## src/rtl/hdmi_period_scheduler.sv

```systemverilog
// ---------------------------------------------------------------------------
// hdmi_period_scheduler
// Pixel timing and TMDS period generator for the HDMI transmitter. Produces
// the raster counters, registered syncs, the per-pixel period mode and the
// control/preamble bits for the three TMDS channels. In horizontal blanking it
// schedules a data island of 1..MAX_PACKETS packets, pulling packets from an
// upstream source through a valid/ack handshake.
// ---------------------------------------------------------------------------
module hdmi_period_scheduler #(
    parameter int H_TOTAL          = 800,
    parameter int V_TOTAL          = 525,
    parameter int H_ACTIVE         = 640,
    parameter int V_ACTIVE         = 480,
    parameter int H_SYNC_START     = 16,
    parameter int H_SYNC_WIDTH     = 96,
    parameter int V_SYNC_START     = 0,
    parameter int V_SYNC_WIDTH     = 2,
    parameter int SYNC_ACTIVE_HIGH = 0,
    parameter int ISLAND_START     = 10,
    parameter int MAX_PACKETS      = 18,
    parameter int DVI_OUTPUT       = 0,
    parameter int BIT_WIDTH        = $clog2(H_TOTAL) - 1,
    parameter int BIT_HEIGHT       = $clog2(V_TOTAL) - 1
) (
    input  logic                clk_pixel,
    input  logic                reset_n,
    input  logic                packet_valid,
    output logic [BIT_WIDTH:0]  cx,
    output logic [BIT_HEIGHT:0] cy,
    output logic                hsync,
    output logic                vsync,
    output logic [2:0]          mode,
    output logic [3:0]          ctl,
    output logic [4:0]          packet_index,
    output logic                island_first,
    output logic                packet_ack
);

    // TMDS period encoding seen by the channel encoders
    typedef enum logic [2:0] {
        MODE_CTRL   = 3'd0,
        MODE_VIDEO  = 3'd1,
        MODE_VGUARD = 3'd2,
        MODE_DATA   = 3'd3,
        MODE_DGUARD = 3'd4
    } mode_t;

    // Island sequencer; S_PKT_END is the cycle in which the ack is visible
    // upstream and the continue/stop decision for the next pixel is taken
    typedef enum logic [2:0] {
        S_IDLE,
        S_PREAMBLE,
        S_LGUARD,
        S_PACKET,
        S_PKT_END,
        S_TGUARD
    } state_t;

    localparam int CW = BIT_WIDTH + 1;
    localparam int CH = BIT_HEIGHT + 1;

    localparam logic [CW-1:0] CX_LAST = CW'(H_TOTAL - 1);
    localparam logic [CH-1:0] CY_LAST = CH'(V_TOTAL - 1);

    // First active pixel / line of the frame
    localparam logic [31:0] SCREEN_START_X = 32'(H_TOTAL - H_ACTIVE);
    localparam logic [31:0] SCREEN_START_Y = 32'(V_TOTAL - V_ACTIVE);

    // Video preamble and guard band sit immediately before screen_start_x
    localparam logic [31:0] VPRE_FIRST   = SCREEN_START_X - 32'd10;
    localparam logic [31:0] VPRE_LAST    = SCREEN_START_X - 32'd3;
    localparam logic [31:0] VGUARD_FIRST = SCREEN_START_X - 32'd2;

    // Exclusive end cx an island may reach: on active lines it must leave
    // room for the video preamble and guard, on blanking lines for the wrap
    localparam logic [31:0] LIMIT_ACTIVE = SCREEN_START_X - 32'd14;
    localparam logic [31:0] LIMIT_BLANK  = 32'(H_TOTAL - 4);

    // Shortest island: 8 preamble + 2 guard + 32 data + 2 guard
    localparam logic [31:0] ISLAND_X     = 32'(ISLAND_START);
    localparam logic [31:0] MIN_ISL_END  = 32'(ISLAND_START + 44);

    localparam logic [31:0] HS_FIRST     = 32'(H_SYNC_START);
    localparam logic [31:0] HS_END       = 32'(H_SYNC_START + H_SYNC_WIDTH);
    localparam logic [31:0] VS_FIRST     = 32'(V_SYNC_START);
    localparam logic [31:0] VS_END       = 32'(V_SYNC_START + V_SYNC_WIDTH);

    localparam logic [31:0] MAX_PKTS     = 32'(MAX_PACKETS);
    localparam logic        SYNC_ON      = (SYNC_ACTIVE_HIGH != 0);
    localparam logic        ISLANDS_ON   = (DVI_OUTPUT == 0);

    state_t       state;
    state_t       pix_state;
    logic [4:0]   cnt;
    logic [4:0]   pix_cnt;
    logic [4:0]   pkts_sent;

    logic [31:0]  cx_w;
    logic [31:0]  cy_w;
    logic         active_line;
    logic [31:0]  limit;
    logic         island_go;
    logic         more_packets;
    logic         hsync_on;
    logic         vsync_on;
    mode_t        video_mode;
    logic [3:0]   video_ctl;

    assign cx_w = 32'(cx);
    assign cy_w = 32'(cy);

    assign active_line = (cy_w >= SCREEN_START_Y);
    assign limit       = active_line ? LIMIT_ACTIVE : LIMIT_BLANK;

    // An island opens only if its minimum length fits before the limit
    assign island_go = ISLANDS_ON && (cx_w == ISLAND_X) && packet_valid
                       && (MIN_ISL_END <= limit);

    // In S_PKT_END cx is the would-be first pixel of the next packet; that
    // packet plus the trailing guard must end by the limit
    assign more_packets = packet_valid && (32'(pkts_sent) < MAX_PKTS)
                          && ((cx_w + 32'd34) <= limit);

    assign hsync_on = (cx_w >= HS_FIRST) && (cx_w < HS_END);
    assign vsync_on = (cy_w >= VS_FIRST) && (cy_w < VS_END);

    // Resolve which island phase the current pixel belongs to
    always_comb begin
        // NOTE: every output gets a default first so no path leaves a latch
        pix_state = state;
        pix_cnt   = cnt;
        case (state)
            S_IDLE: begin
                pix_cnt = 5'd0;
                if (island_go) begin
                    pix_state = S_PREAMBLE;
                end
            end
            S_PKT_END: begin
                pix_cnt   = 5'd0;
                pix_state = more_packets ? S_PACKET : S_TGUARD;
            end
            default: ;
        endcase
    end

    // Video-period decode used whenever no island owns the pixel
    always_comb begin
        video_mode = MODE_CTRL;
        video_ctl  = 4'b0000;
        if (active_line) begin
            if (cx_w >= SCREEN_START_X) begin
                video_mode = MODE_VIDEO;
            end else if (cx_w >= VGUARD_FIRST) begin
                video_mode = ISLANDS_ON ? MODE_VGUARD : MODE_CTRL;
            end else if ((cx_w >= VPRE_FIRST) && (cx_w <= VPRE_LAST)) begin
                video_ctl = ISLANDS_ON ? 4'b0001 : 4'b0000;
            end
        end
    end

    // Raster counters: cx wraps every line, cy advances on each cx wrap
    always_ff @(posedge clk_pixel) begin
        // NOTE: reset_n is synchronous, so it only takes effect on an edge
        if (!reset_n) begin
            cx <= '0;
            cy <= '0;
        end else if (cx == CX_LAST) begin
            // NOTE: non-blocking everywhere in sequential logic, so cy sees
            // the pre-edge cx and no ordering races exist between blocks
            cx <= '0;
            cy <= (cy == CY_LAST) ? '0 : cy + CH'(1);
        end else begin
            cx <= cx + CW'(1);
        end
    end

    // Registered syncs, aligned with the other per-pixel outputs
    always_ff @(posedge clk_pixel) begin
        if (!reset_n) begin
            hsync <= ~SYNC_ON;
            vsync <= ~SYNC_ON;
        end else begin
            hsync <= SYNC_ON ? hsync_on : ~hsync_on;
            vsync <= SYNC_ON ? vsync_on : ~vsync_on;
        end
    end

    // Island sequencer with registered period outputs for the current pixel
    always_ff @(posedge clk_pixel) begin
        if (!reset_n) begin
            state        <= S_IDLE;
            cnt          <= 5'd0;
            pkts_sent    <= 5'd0;
            mode         <= MODE_CTRL;
            ctl          <= 4'b0000;
            packet_index <= 5'd0;
            island_first <= 1'b0;
            packet_ack   <= 1'b0;
        end else begin
            mode         <= video_mode;
            ctl          <= video_ctl;
            packet_index <= 5'd0;
            island_first <= 1'b0;
            packet_ack   <= 1'b0;

            case (pix_state)
                S_PREAMBLE: begin
                    mode <= MODE_CTRL;
                    ctl  <= 4'b0101;
                    if (pix_cnt == 5'd7) begin
                        state <= S_LGUARD;
                        cnt   <= 5'd0;
                    end else begin
                        state <= S_PREAMBLE;
                        cnt   <= pix_cnt + 5'd1;
                    end
                end

                S_LGUARD: begin
                    mode <= MODE_DGUARD;
                    ctl  <= 4'b0000;
                    if (pix_cnt == 5'd1) begin
                        state     <= S_PACKET;
                        cnt       <= 5'd0;
                        pkts_sent <= 5'd0;
                    end else begin
                        state <= S_LGUARD;
                        cnt   <= pix_cnt + 5'd1;
                    end
                end

                S_PACKET: begin
                    mode         <= MODE_DATA;
                    ctl          <= 4'b0000;
                    packet_index <= pix_cnt;
                    island_first <= (pix_cnt == 5'd0) && (pkts_sent == 5'd0);
                    if (pix_cnt == 5'd31) begin
                        // Ack becomes visible next cycle, which is also when
                        // packet_valid is sampled for the following packet
                        packet_ack <= 1'b1;
                        pkts_sent  <= pkts_sent + 5'd1;
                        state      <= S_PKT_END;
                        cnt        <= 5'd0;
                    end else begin
                        state <= S_PACKET;
                        cnt   <= pix_cnt + 5'd1;
                    end
                end

                S_TGUARD: begin
                    mode <= MODE_DGUARD;
                    ctl  <= 4'b0000;
                    if (pix_cnt == 5'd1) begin
                        state <= S_IDLE;
                        cnt   <= 5'd0;
                    end else begin
                        state <= S_TGUARD;
                        cnt   <= pix_cnt + 5'd1;
                    end
                end

                default: begin
                    // Idle pixel: video decode already applied above
                    state <= S_IDLE;
                    cnt   <= 5'd0;
                end
            endcase
        end
    end

endmodule

```

## config.mk

```make
export PLATFORM = sky130hd
export DESIGN_NAME = hdmi_period_scheduler
export DESIGN_NICKNAME = d
export VERILOG_FILES = /design/src/rtl/hdmi_period_scheduler.sv
export SDC_FILE = /design/constraint.sdc
export NUM_CORES = 1
export LEC_CHECK = 0
export CAP_MARGIN = 30
export CORE_ASPECT_RATIO = 0.6
export CORE_UTILIZATION = 40
export CTS_CLUSTER_SIZE = 25
export DETAILED_ROUTE_END_ITERATION = 12
export PLACE_DENSITY = 0.68
export SYNTH_ARGS = -nofsm -noshare
export SYNTH_HDL_FRONTEND = slang
export SYNTH_SLANG_ARGS = --single-unit
```

## constraint.sdc

```tcl
create_clock -name clk_pixel -period 3 [get_ports clk_pixel]
set_clock_uncertainty 0.15 [all_clocks]
set_input_delay 0.6 -clock clk_pixel [delete_from_list [all_inputs] [get_ports clk_pixel]]
set_output_delay 0.6 -clock clk_pixel [all_outputs]
set_load 0.005 [all_outputs]
```

==> impl_results.md <==
* Avg WL per Cell at around 16 um
* Area leader, netlist: dfxtp_1
* Share of the synthesized area in the top cell type at 34.4%
* DIE WIDTH at 109 um
* CTS H-tree depth at 2
* Fillers at about 540
* Reg2Reg Depth at 12
* RR Endpoint: pkts_sent[1]
* Post-synthesis area per instance at 8.38 sq um
* Final HPWL DP at 5450 um
* Final WL at just under 8000 um
* First-pass GRT wire length at 12,400 um
* Cells after Synth at around 330
* Final worst path period share at 98.9%
* Proportion of layout cells with a drive suffix above 1 at 22.9%
* Max Slew Vio Count at 0
* CTS clk-pin slew, worst paths at 0.06 ns
* CP bufs+invs at 4
* Placed cells at 474
* Placed inst area at 3480 sq um
* Design Area, Final at 3930 sq um
* Slew HR at 56.9%
* Hold slack at about 0.34 ns
* Minimum clock period at 2.97 ns
* Max Freq at ~340 MHz
* Synth Area in Adders at 9.07%
* CP Class: register to register
* Initial core utilization at 43.0%
* CP Launch Point: cy[0]
* I/O pin total at 39
* Initial antenna violation count at 0
* Leak Pwr at approximately 0.0015 uW
* Most frequent cells in the layout: buf_4, dfxtp_1, clkdlybuf4s50_1
* Largest cells by area after synthesis: dfxtp_1, ha_1, nor2_1, nand2_1, xnor2_1
* DRC Markers at 0
* Die height at 66.0 um
* GRT overflow at 0
* Post-layout net count at 428
* RR Startpoint: cy[0]
* Post-Layout Cell Count at 490
* Inserted Diodes at 0
* Total CTS buffers at 5
* Largest net degree at the start of global routing at 14
* Total power at 1340 uW
* Setup violations, final at 0
* Clk_lat worst skew at 0.28 ns
* CP Capture Type: register
* Post-Synthesis Cell Area at 2730 sq um
* Asr flop ratio synth at 0%
* Hold path depth at 2
* Routability Congestion at around 0.91
* Most common cell after layout, fill and taps aside: buf_4
* Synth Register Bits at 47
* Simple-gate area share of the yosys netlist at 27.6%
* Drt first pass iters at 5
* Max incr delay on CP at 0.49 ns
* Number of synthesized flops with an enable pin at 0
* Cell variety after synth at 64
* Status: finished, final reports clean
* Num Clock Sinks at 47
* Hold Vio Cnt, Final at 0
* Via count of the first global-routing pass at around 2,500
* GRT Total Usage at a little under a quarter
* Power Dens Cells at between 300 and 400 nW/um^2
* Die area at 7170 sq um
* Drt initial violations at 146
* TritonCTS clock tree: built
* Post-synthesis compound-gate area fraction at 17.5%
* IO Port Bufs at 36
* Max VDD drop at 0.192 mV
* DR vias/cell at 5.50
* Max clock buf depth at 2
* Post-synthesis sequential area ratio at around a third
* CP Max Fanout at 6
* Number of routed nets with antenna violations at 0
* Post-Synth XOR/XNOR Area at ~6.1%
* Cell breakdown of the critical path: inv_4 -> ha_4 -> nor2b_4 -> o211a_4 -> inv_8 -> or4_4 -> a2111oi_4 -> buf_4 -> o32ai_4 -> buf_6 -> or3b_1 -> mux2i_1
* Min-delay worst type: register to register
* Crit path depth at 12
* RSZ-0062 raised after global routing: true
* Startpoint types: register
* Slew @ Worst Pin at 0.640 ns
* Required @ worst endpoint at about 3.1 ns
* Setup crit end: pkts_sent[1]
* Clk root buf: clkbuf_16
* Yosys warnings at 0
* Mux cell area share after synthesis at less than 1%
* Core area at about 6400 sq um
* Critical Path Slowest Stage Cell: or4_4
* Max_cap viols at 0
* Via count at 2,696
* Reg2reg setup slack at about 0.032 ns
* Dominant synthesized flop cell: dfxtp_1
* Largest family of logic cells by synthesized area: simple AND/OR/NAND/NOR gates
* P&R area growth vs syn at 43.8%
* Site row count at 22
* CP arrival at 3.04 ns
* CP delay by family, top: simple AND/OR/NAND/NOR gates
==> stage by stage <==
step | setup slack [ns] | utilization [%] | TNS [ns]
final | 0.0319 | 61.8 | 0
after global routing | -0.102 | 61.8 | -0.467
after CTS | 0.0109 | 58.9 | 0
after detailed placement | -0.0964 | 54.7 | -0.973
after global placement | -0.0237 | 54.7 | -0.0237
after floorplan | -0.0349 | - | -0.0349
==> worst min path at each step <==
stage	startpoint	to	slack [ns]
2_1_floorplan	cnt[4]	packet_index[4]	0.29
3_3_place_gp	cnt[4]	packet_index[4]	0.32
3_5_place_dp	cnt[4]	packet_index[4]	0.32
4_1_cts	cnt[4]	packet_index[4]	0.33
5_1_grt	cnt[4]	packet_index[4]	0.37
6_report	cnt[4]	packet_index[4]	0.34
==> worst min-delay path, delay by kind of cell (launching register included) <==
kind             cells  cell delay [ns]
DFF                  1             0.32
and+or+nand+nor      2             0.13
==> power by group <==
group	internal [uW]	switching, uW
Combinational	40.0	41.1
Clock	389	229
Sequential	627	9.30
==> routing by layer <==
metal	wire length [um]	vias up	track usage (%)
met4	57	0	3.89
met1	3920	1270	33.4
met2	3370	89	33.8
li1	-	1329	-
met3	469	8	4.43
met5	0	-	0
==> registers in the layout, indices dropped and copies added (netlist names) <==
signal / flops
cx: 10
cy: 10
cnt: 5
packet_index: 5
pkts_sent: 5
mode: 3
state: 3
ctl: 2
hsync: 1
island_first: 1
packet_ack: 1
vsync: 1
==> kinds of logic after synthesis <==
logic type      Yosys count
compound gates           64
xor+xnor                 19
fa+ha+maj                20
buf+inv                  33
flops                    47
mux                       1
other cells               1
simple gates            141
==> synth_stat cells, types with 2 or more instances <==
cell / count
nor2b_1: 2
ha_1: 19
nor4_1: 5
nand2_1: 28
nor3_2: 2
o41ai_1: 2
a21boi_1: 2
nand3_1: 15
a41oi_1: 2
xor2_1: 9
nand4_1: 3
inv_1: 17
o32a_1: 2
nand3b_1: 3
nor2_1: 33
nand2b_1: 3
o211a_1: 2
nor3_1: 8
clkbuf_1: 11
a31oi_1: 2
and3_1: 3
o31ai_1: 6
a21oi_1: 16
nand4b_1: 2
o21ai_1: 3
and2_1: 8
or3_1: 7
and4_1: 2
dfxtp_1: 47
o211ai_1: 3
o21a_1: 3
a21boi_0: 2
xnor2_1: 10
or4_1: 3
buf_4: 2
nor3b_1: 5
o21ai_0: 7
==> cell type report <==
class	instances	area [sq um]	share of cell area, %
clock buffers	6	129	3.28
well taps	84	105	2.68
clock inverters	1	30.0	0.764
inverters	18	80.1	2.04
flip-flops and latches	47	955	24.3
multi-input cells	248	1880	47.8
repair buffers	86	752	19.1
==> timing repair <==
item                       4_1_cts  5_1_grt
pin swaps                        8       13
hold endpoints to repair         0        0
hold buffers                     0        0
setup buffers                    2        6
gates resized for setup         16       26
gates cloned                     1        0
setup endpoints to repair       20       21
Note: power is estimated with default switching activity, not from simulation.
